`src/rtl/cpu_fetch_pkg.sv`:
```
// Shared types and constants for the instruction fetch front end.
package cpu_fetch_pkg;

    // Architectural boot address; the fetch queue defaults its reset PC to this.
    localparam logic [31:0] DEFAULT_RESET_PC = 32'hBFC0_0000;

    // One fetched word with the PC it came from and its misaligned-fetch flag.
    typedef struct packed {
        logic [31:0] pc;
        logic [31:0] instr;
        logic        adel;
    } fetch_entry_t;

    // Bits needed to index a buffer of 'depth' entries.
    function automatic int ptrWidth(input int depth);
        return (depth > 1) ? $clog2(depth) : 1;
    endfunction

    // Bits needed to hold an occupancy count from 0 to 'depth' inclusive.
    function automatic int cntWidth(input int depth);
        return $clog2(depth + 1);
    endfunction

endpackage

```
`src/rtl/fetch_fifo.sv`:
```
// Small synchronous FIFO of fetch entries with push, pop and flush.
// A pop and a push in the same cycle are both honoured, even when full.
module fetch_fifo
    import cpu_fetch_pkg::*;
#(
    parameter int DEPTH = 4
) (
    input  logic                       clk,
    input  logic                       rst,
    input  logic                       push_i,
    input  fetch_entry_t               pushData_i,
    input  logic                       pop_i,
    input  logic                       flush_i,
    output logic [cntWidth(DEPTH)-1:0] count_o,
    output logic                       headValid_o,
    output fetch_entry_t               head_o
);

    localparam int PW = ptrWidth(DEPTH);
    localparam int CW = cntWidth(DEPTH);

    fetch_entry_t  mem_q [DEPTH];
    logic [PW-1:0] wrPtr_q, wrPtr_d;
    logic [PW-1:0] rdPtr_q, rdPtr_d;
    logic [CW-1:0] count_q, count_d;
    logic          doPush;
    logic          doPop;

    function automatic logic [PW-1:0] nextPtr(input logic [PW-1:0] ptr);
        return (ptr == PW'(DEPTH - 1)) ? '0 : ptr + PW'(1);
    endfunction

    // Work out which operations really happen and the resulting pointers/count.
    always_comb begin
        doPop   = pop_i & (count_q != '0);
        doPush  = push_i & ((count_q != CW'(DEPTH)) | doPop);
        wrPtr_d = wrPtr_q;
        rdPtr_d = rdPtr_q;
        count_d = count_q;
        if (flush_i) begin
            wrPtr_d = '0;
            rdPtr_d = '0;
            count_d = '0;
        end else begin
            if (doPush) wrPtr_d = nextPtr(wrPtr_q);
            if (doPop)  rdPtr_d = nextPtr(rdPtr_q);
            if (doPush & ~doPop)      count_d = count_q + CW'(1);
            else if (doPop & ~doPush) count_d = count_q - CW'(1);
        end
    end

    // Pointer and occupancy registers; reset leaves the FIFO empty.
    always_ff @(posedge clk or posedge rst) begin
        if (rst) begin
            wrPtr_q <= '0;
            rdPtr_q <= '0;
            count_q <= '0;
        end else begin
            wrPtr_q <= wrPtr_d;
            rdPtr_q <= rdPtr_d;
            count_q <= count_d;
        end
    end

    // Entry storage; contents are meaningless while the count says empty.
    always_ff @(posedge clk) begin
        if (doPush & ~flush_i) mem_q[wrPtr_q] <= pushData_i;
    end

    assign count_o     = count_q;
    assign headValid_o = (count_q != '0);
    assign head_o      = mem_q[rdPtr_q];

endmodule

```
`src/rtl/instr_fetch_queue.sv`:
```
// Instruction fetch front end: issues sequential fetches on the SRAM-like
// bus, buffers returned words in order and presents them to decode.
// A redirect flushes the buffer and arranges for in-flight responses to be
// dropped. The pending-PC FIFO occupancy doubles as the outstanding count.
module instr_fetch_queue
    import cpu_fetch_pkg::*;
#(
    parameter int          DEPTH           = 4,
    parameter int          MAX_OUTSTANDING = 2,
    parameter logic [31:0] RESET_PC        = DEFAULT_RESET_PC
) (
    input  logic        clk,
    input  logic        rst,
    output logic        inst_req_o,
    output logic [31:0] inst_addr_o,
    input  logic        inst_addr_ok_i,
    input  logic        inst_data_ok_i,
    input  logic [31:0] inst_rdata_i,
    input  logic        redirect_i,
    input  logic [31:0] redirect_pc_i,
    input  logic        id_stall_i,
    output logic        id_valid_o,
    output logic [31:0] id_instr_o,
    output logic [31:0] id_pc_o,
    output logic        id_adel_o
);

    localparam int CW = cntWidth(DEPTH);
    localparam int OW = cntWidth(MAX_OUTSTANDING);

    logic [31:0]  fetchPc_q, fetchPc_d;
    logic [OW-1:0] dropCnt_q, dropCnt_d;
    logic         halted_q, halted_d;

    logic [CW-1:0] queueCount;
    logic          queueHeadValid;
    fetch_entry_t  queueHead;
    logic          queuePush;
    logic          queuePop;
    fetch_entry_t  queuePushData;

    logic [OW-1:0] outstanding;
    logic          pendHeadValid;
    fetch_entry_t  pendHead;
    fetch_entry_t  pendPushData;
    fetch_entry_t  respEntry;

    logic          pcAligned;
    logic [31:0]   occupancy;
    logic          addrFire;
    logic          dataFire;
    logic          dropResp;
    logic          misalignedPush;

    // Request gating, handshake decode and next-state for PC, drop count and halt.
    always_comb begin
        pcAligned  = (fetchPc_q[1:0] == 2'b00);
        occupancy  = 32'(queueCount) + 32'(outstanding) - 32'(dropCnt_q);
        inst_req_o = ~rst & ~redirect_i & ~halted_q & pcAligned
                   & (32'(outstanding) < MAX_OUTSTANDING)
                   & (occupancy < DEPTH);
        addrFire   = inst_req_o & inst_addr_ok_i;
        dataFire   = inst_data_ok_i & pendHeadValid;
        dropResp   = dataFire & (dropCnt_q != '0);
        misalignedPush = ~redirect_i & ~halted_q & ~pcAligned
                       & (outstanding == '0) & (32'(queueCount) < DEPTH);

        pendPushData       = '0;
        pendPushData.pc    = fetchPc_q;

        respEntry          = pendHead;
        respEntry.instr    = inst_rdata_i;
        respEntry.adel     = 1'b0;

        queuePushData = respEntry;
        if (misalignedPush) begin
            queuePushData.pc    = fetchPc_q;
            queuePushData.instr = 32'h0;
            queuePushData.adel  = 1'b1;
        end
        queuePush = ~redirect_i & ((dataFire & ~dropResp) | misalignedPush);
        queuePop  = queueHeadValid & ~id_stall_i & ~redirect_i;

        fetchPc_d = fetchPc_q;
        dropCnt_d = dropCnt_q;
        halted_d  = halted_q;
        if (redirect_i) begin
            fetchPc_d = redirect_pc_i;
            dropCnt_d = outstanding - OW'(dataFire);
            halted_d  = 1'b0;
        end else begin
            if (addrFire)       fetchPc_d = fetchPc_q + 32'd4;
            if (dropResp)       dropCnt_d = dropCnt_q - OW'(1);
            if (misalignedPush) halted_d  = 1'b1;
        end
    end

    // Fetch PC, pending-drop count and halt flag registers.
    always_ff @(posedge clk or posedge rst) begin
        if (rst) begin
            fetchPc_q <= RESET_PC;
            dropCnt_q <= '0;
            halted_q  <= 1'b0;
        end else begin
            fetchPc_q <= fetchPc_d;
            dropCnt_q <= dropCnt_d;
            halted_q  <= halted_d;
        end
    end

    fetch_fifo #(
        .DEPTH(MAX_OUTSTANDING)
    ) u_pending (
        .clk        (clk),
        .rst        (rst),
        .push_i     (addrFire),
        .pushData_i (pendPushData),
        .pop_i      (dataFire),
        .flush_i    (1'b0),
        .count_o    (outstanding),
        .headValid_o(pendHeadValid),
        .head_o     (pendHead)
    );

    fetch_fifo #(
        .DEPTH(DEPTH)
    ) u_queue (
        .clk        (clk),
        .rst        (rst),
        .push_i     (queuePush),
        .pushData_i (queuePushData),
        .pop_i      (queuePop),
        .flush_i    (redirect_i),
        .count_o    (queueCount),
        .headValid_o(queueHeadValid),
        .head_o     (queueHead)
    );

    assign inst_addr_o = fetchPc_q;
    assign id_valid_o  = queueHeadValid;
    assign id_pc_o     = queueHeadValid ? queueHead.pc : 32'h0;
    assign id_instr_o  = (queueHeadValid & ~queueHead.adel) ? queueHead.instr : 32'h0;
    assign id_adel_o   = queueHeadValid & queueHead.adel;

endmodule

```
`config.mk`:
```
export PLATFORM = sky130hd
export DESIGN_NAME = instr_fetch_queue
export DESIGN_NICKNAME = d
export VERILOG_FILES = /design/src/rtl/cpu_fetch_pkg.sv /design/src/rtl/fetch_fifo.sv /design/src/rtl/instr_fetch_queue.sv
export SDC_FILE = /design/constraint.sdc
export NUM_CORES = 1
export LEC_CHECK = 0
export ABC_CLOCK_PERIOD_IN_PS = 19700
export CAP_MARGIN = 20
export CORE_MARGIN = 5
export CORE_UTILIZATION = 59
export CTS_CLUSTER_DIAMETER = 60
export DETAILED_ROUTE_END_ITERATION = 16
export GPL_TIMING_DRIVEN = 0
export PLACE_DENSITY = 0.93
export SLEW_MARGIN = 20
export SYNTH_ARGS = -nofsm -noshare
export SYNTH_HDL_FRONTEND = slang
export SYNTH_HIERARCHICAL = 1
export SYNTH_SLANG_ARGS = --single-unit
export TNS_END_PERCENT = 10
```
`constraint.sdc`:
```
create_clock -name clk -period 19.7 [get_ports clk]
set_input_delay 3.94 -clock clk [delete_from_list [all_inputs] [get_ports clk]]
set_output_delay 3.94 -clock clk [all_outputs]
set_load 0.005 [all_outputs]
```
==> out/qor.csv <==
metric;value;unit
placed cell count;1555;
Initial Util;59.4;%
Max clock buf depth;3;
TritonCTS clock tree;built;
Critical path buffers and inverters;2;
layout cells sized above 1;18.9;%
crit path DAT;6120;ps
Avg WL per Cell;23.8;µm
status;finished, final reports clean;
CTS Sinks;370;
first-pass GRT wire length;59500;µm
CP Data Required Time;15760;ps
Reg area;10900;µm²
met1 usage;32.7;%
die height;174;µm
Tcrit/Tclk final;51.1;%
Initial DRC Count;1321;
1st-pass router iterations;5;
largest net degree at the start of global routing;36;
initial antenna violation count;0;
std cell rows;60;
Final Net Count;1335;
Final Skew;28.5;ps
hold_ws;521;ps
CTS hold repair buffers;0;
Leakage Power;6.63;nW
number of setup violations in the final report;0;
RSZ-0062 raised after global routing;false;
Hold Path Class;reg2reg;
Area growth syn-to-layout;22.4;%
Num CTS Buffers;36;
GR met2 Demand/Resource;43.7;%
Via density;6.26;
pwr dens;86.9;nW/µm²
Tot Pwr;1.68;mW
Worst-Skew Late Latency;530;ps
multi-input logic area;4590;µm²
CP delay by family, top;buffers and inverters;
critical path, cell by cell;clkdlybuf4s50_1, nor3_1, nand2_1, a211oi_1, clkdlybuf4s50_1;
CP Launch Type;primary input;
detailed-route via count;10100;
Core Area;26700;µm²
Syn. warnings;6;
post-CTS resize count;0;
Relative slew margins;42.9;%
slowest CP cell;clkdlybuf4s50_1;
min Tclk post-route;10060;ps
Cells after Synth;1005;
Max Cap Viol;0;
routability cong.;0.881;
H-tree Lvls;2;
Reg2Reg Setup Slack;15520;ps
syn_area_per_cell;15.7;µm²
All-Layer GR Usage;25.3;%
CTS root buf;clkbuf_16;
DRC Markers;0;
maximum vdd drop;51.1;µV
Peak Freq;99.4;MHz
critical path's largest stage delay;580;ps
Syn Std Cell Area;15800;µm²
DIE WIDTH;174;µm
number of global-route vias before repair;10400;
Cell Count, Final, Fillers Out;1620;
Crit. End Element;primary output;
# IOs;169;
Port Buf Inserts;168;
layer with the highest usage;met2;
Filler cells;1499;
count of final hold-check violations;0;
Final HPWL DP;26300;µm
Crit path top cell by count;clkdlybuf4s50_1;
WL final;38600;µm
critical setup path kind;in2out;
DIE AREA;30200;µm²
setup_tns;0;ps
diode count;0;
Pins Over Slew Limit;0;
clock-pin slew on the worst setup and hold paths;60;ps
DRT antenna net count;0;
met3 usage;4.30;%
grt ovf;0;
number of post-CTS setup repair buffers;0;
largest fanout on the critical path;8;
worst slew pin tran;848;ps
report_power, final:
part	switching (mW)	internal, mW	leakage [nW]
Sequential	0.0209	0.883	3.49
Clock	0.278	0.348	0.516
Combinational	0.0824	0.0705	2.63
cells in the final DEF (no fill, tap or decap), types with 7 or more instances in the layout:
cell	count
nand3_1	15
nor2_1	35
buf_2	19
ha_1	11
or3_1	12
a21oi_1	7
mux4_2	65
nand2_1	119
inv_1	24
clkdlybuf4s50_1	168
and2_1	98
nand4_1	8
a31oi_1	20
clkbuf_1	41
dfrtp_1	37
o31ai_1	9
clkbuf_16	36
buf_4	33
mux2_2	36
o21ai_0	21
or4_1	12
buf_6	11
edfxtp_1	324
dfstp_2	9
state kept, by name (all words and copies together) (netlist names):
signal             count
u_queue/mem_q        260
halted_q               1
dropCnt_q              2
u_pending/rdPtr_q      1
u_pending/wrPtr_q      1
inst_addr_o           32
u_pending/mem_q       64
u_pending/count_o      2
u_queue/count_o        3
u_queue/wrPtr_q        2
u_queue/rdPtr_q        2
final cells by class:
class	instances	area share (%)
flip-flops and latches	370	56.2
multi-input cells	557	23.7
repair buffers	204	10.3
clock buffers	50	5.03
well taps	341	2.20
plain buffers	57	1.46
clock inverters	15	0.504
inverters	26	0.504
worst paths after layout:
check | from | to | cells past startpoint
worst max-delay path | redirect_i | inst_req_o | 5
worst min-delay path | halted_q$_DFFE_PP0P_ | halted_q$_DFFE_PP0P_ | 1
worst max register to register | u_pending/count_o[1]$_DFFE_PP0P_ | u_pending/mem_q[0][50]$_DFFE_PP_ | 12
worst min register to register | halted_q$_DFFE_PP0P_ | halted_q$_DFFE_PP0P_ | 1
max in group asynchronous | rst | inst_addr_o[2]$_DFFE_PP0P_ | 2
min in group asynchronous | rst | u_pending/wrPtr_q$_DFFE_PP0P_ | 2
per-stage QoR:
| step | setup WS [ps] | utilization [%] | cell area [µm²] |
|---|---|---|---|
| 2_1_floorplan | 9210 | - | 15800 |
| 6_report | 9640 | 72.7 | 19400 |
| 5_1_grt | 9530 | 72.7 | 19400 |
| 3_5_place_dp | 9760 | 68.6 | 18300 |
| 3_3_place_gp | 4860 | 67.3 | 17900 |
| 4_1_cts | 9690 | 72.7 | 19400 |
worst register-to-register path, stage by stage, from the launching register on:
cell and delay (ps):
dfrtp_1 560, inv_1 100, fa_1 490, inv_1 40, ha_1 300, nand4b_1 160
nand3_1 330, a2111oi_4 570, buf_2 280, nand2_1 90, nor3_2 480, buf_4 330
buf_6 180
routing by layer:
| metal | up-vias | wire (µm) |
|---|---|---|
| met5 | - | 0 |
| met4 | 0 | 1330 |
| met3 | 117 | 3660 |
| met2 | 720 | 19900 |
| met1 | 5004 | 13700 |
| li1 | 4303 | - |
Note: power is estimated with default switching activity, not from simulation.
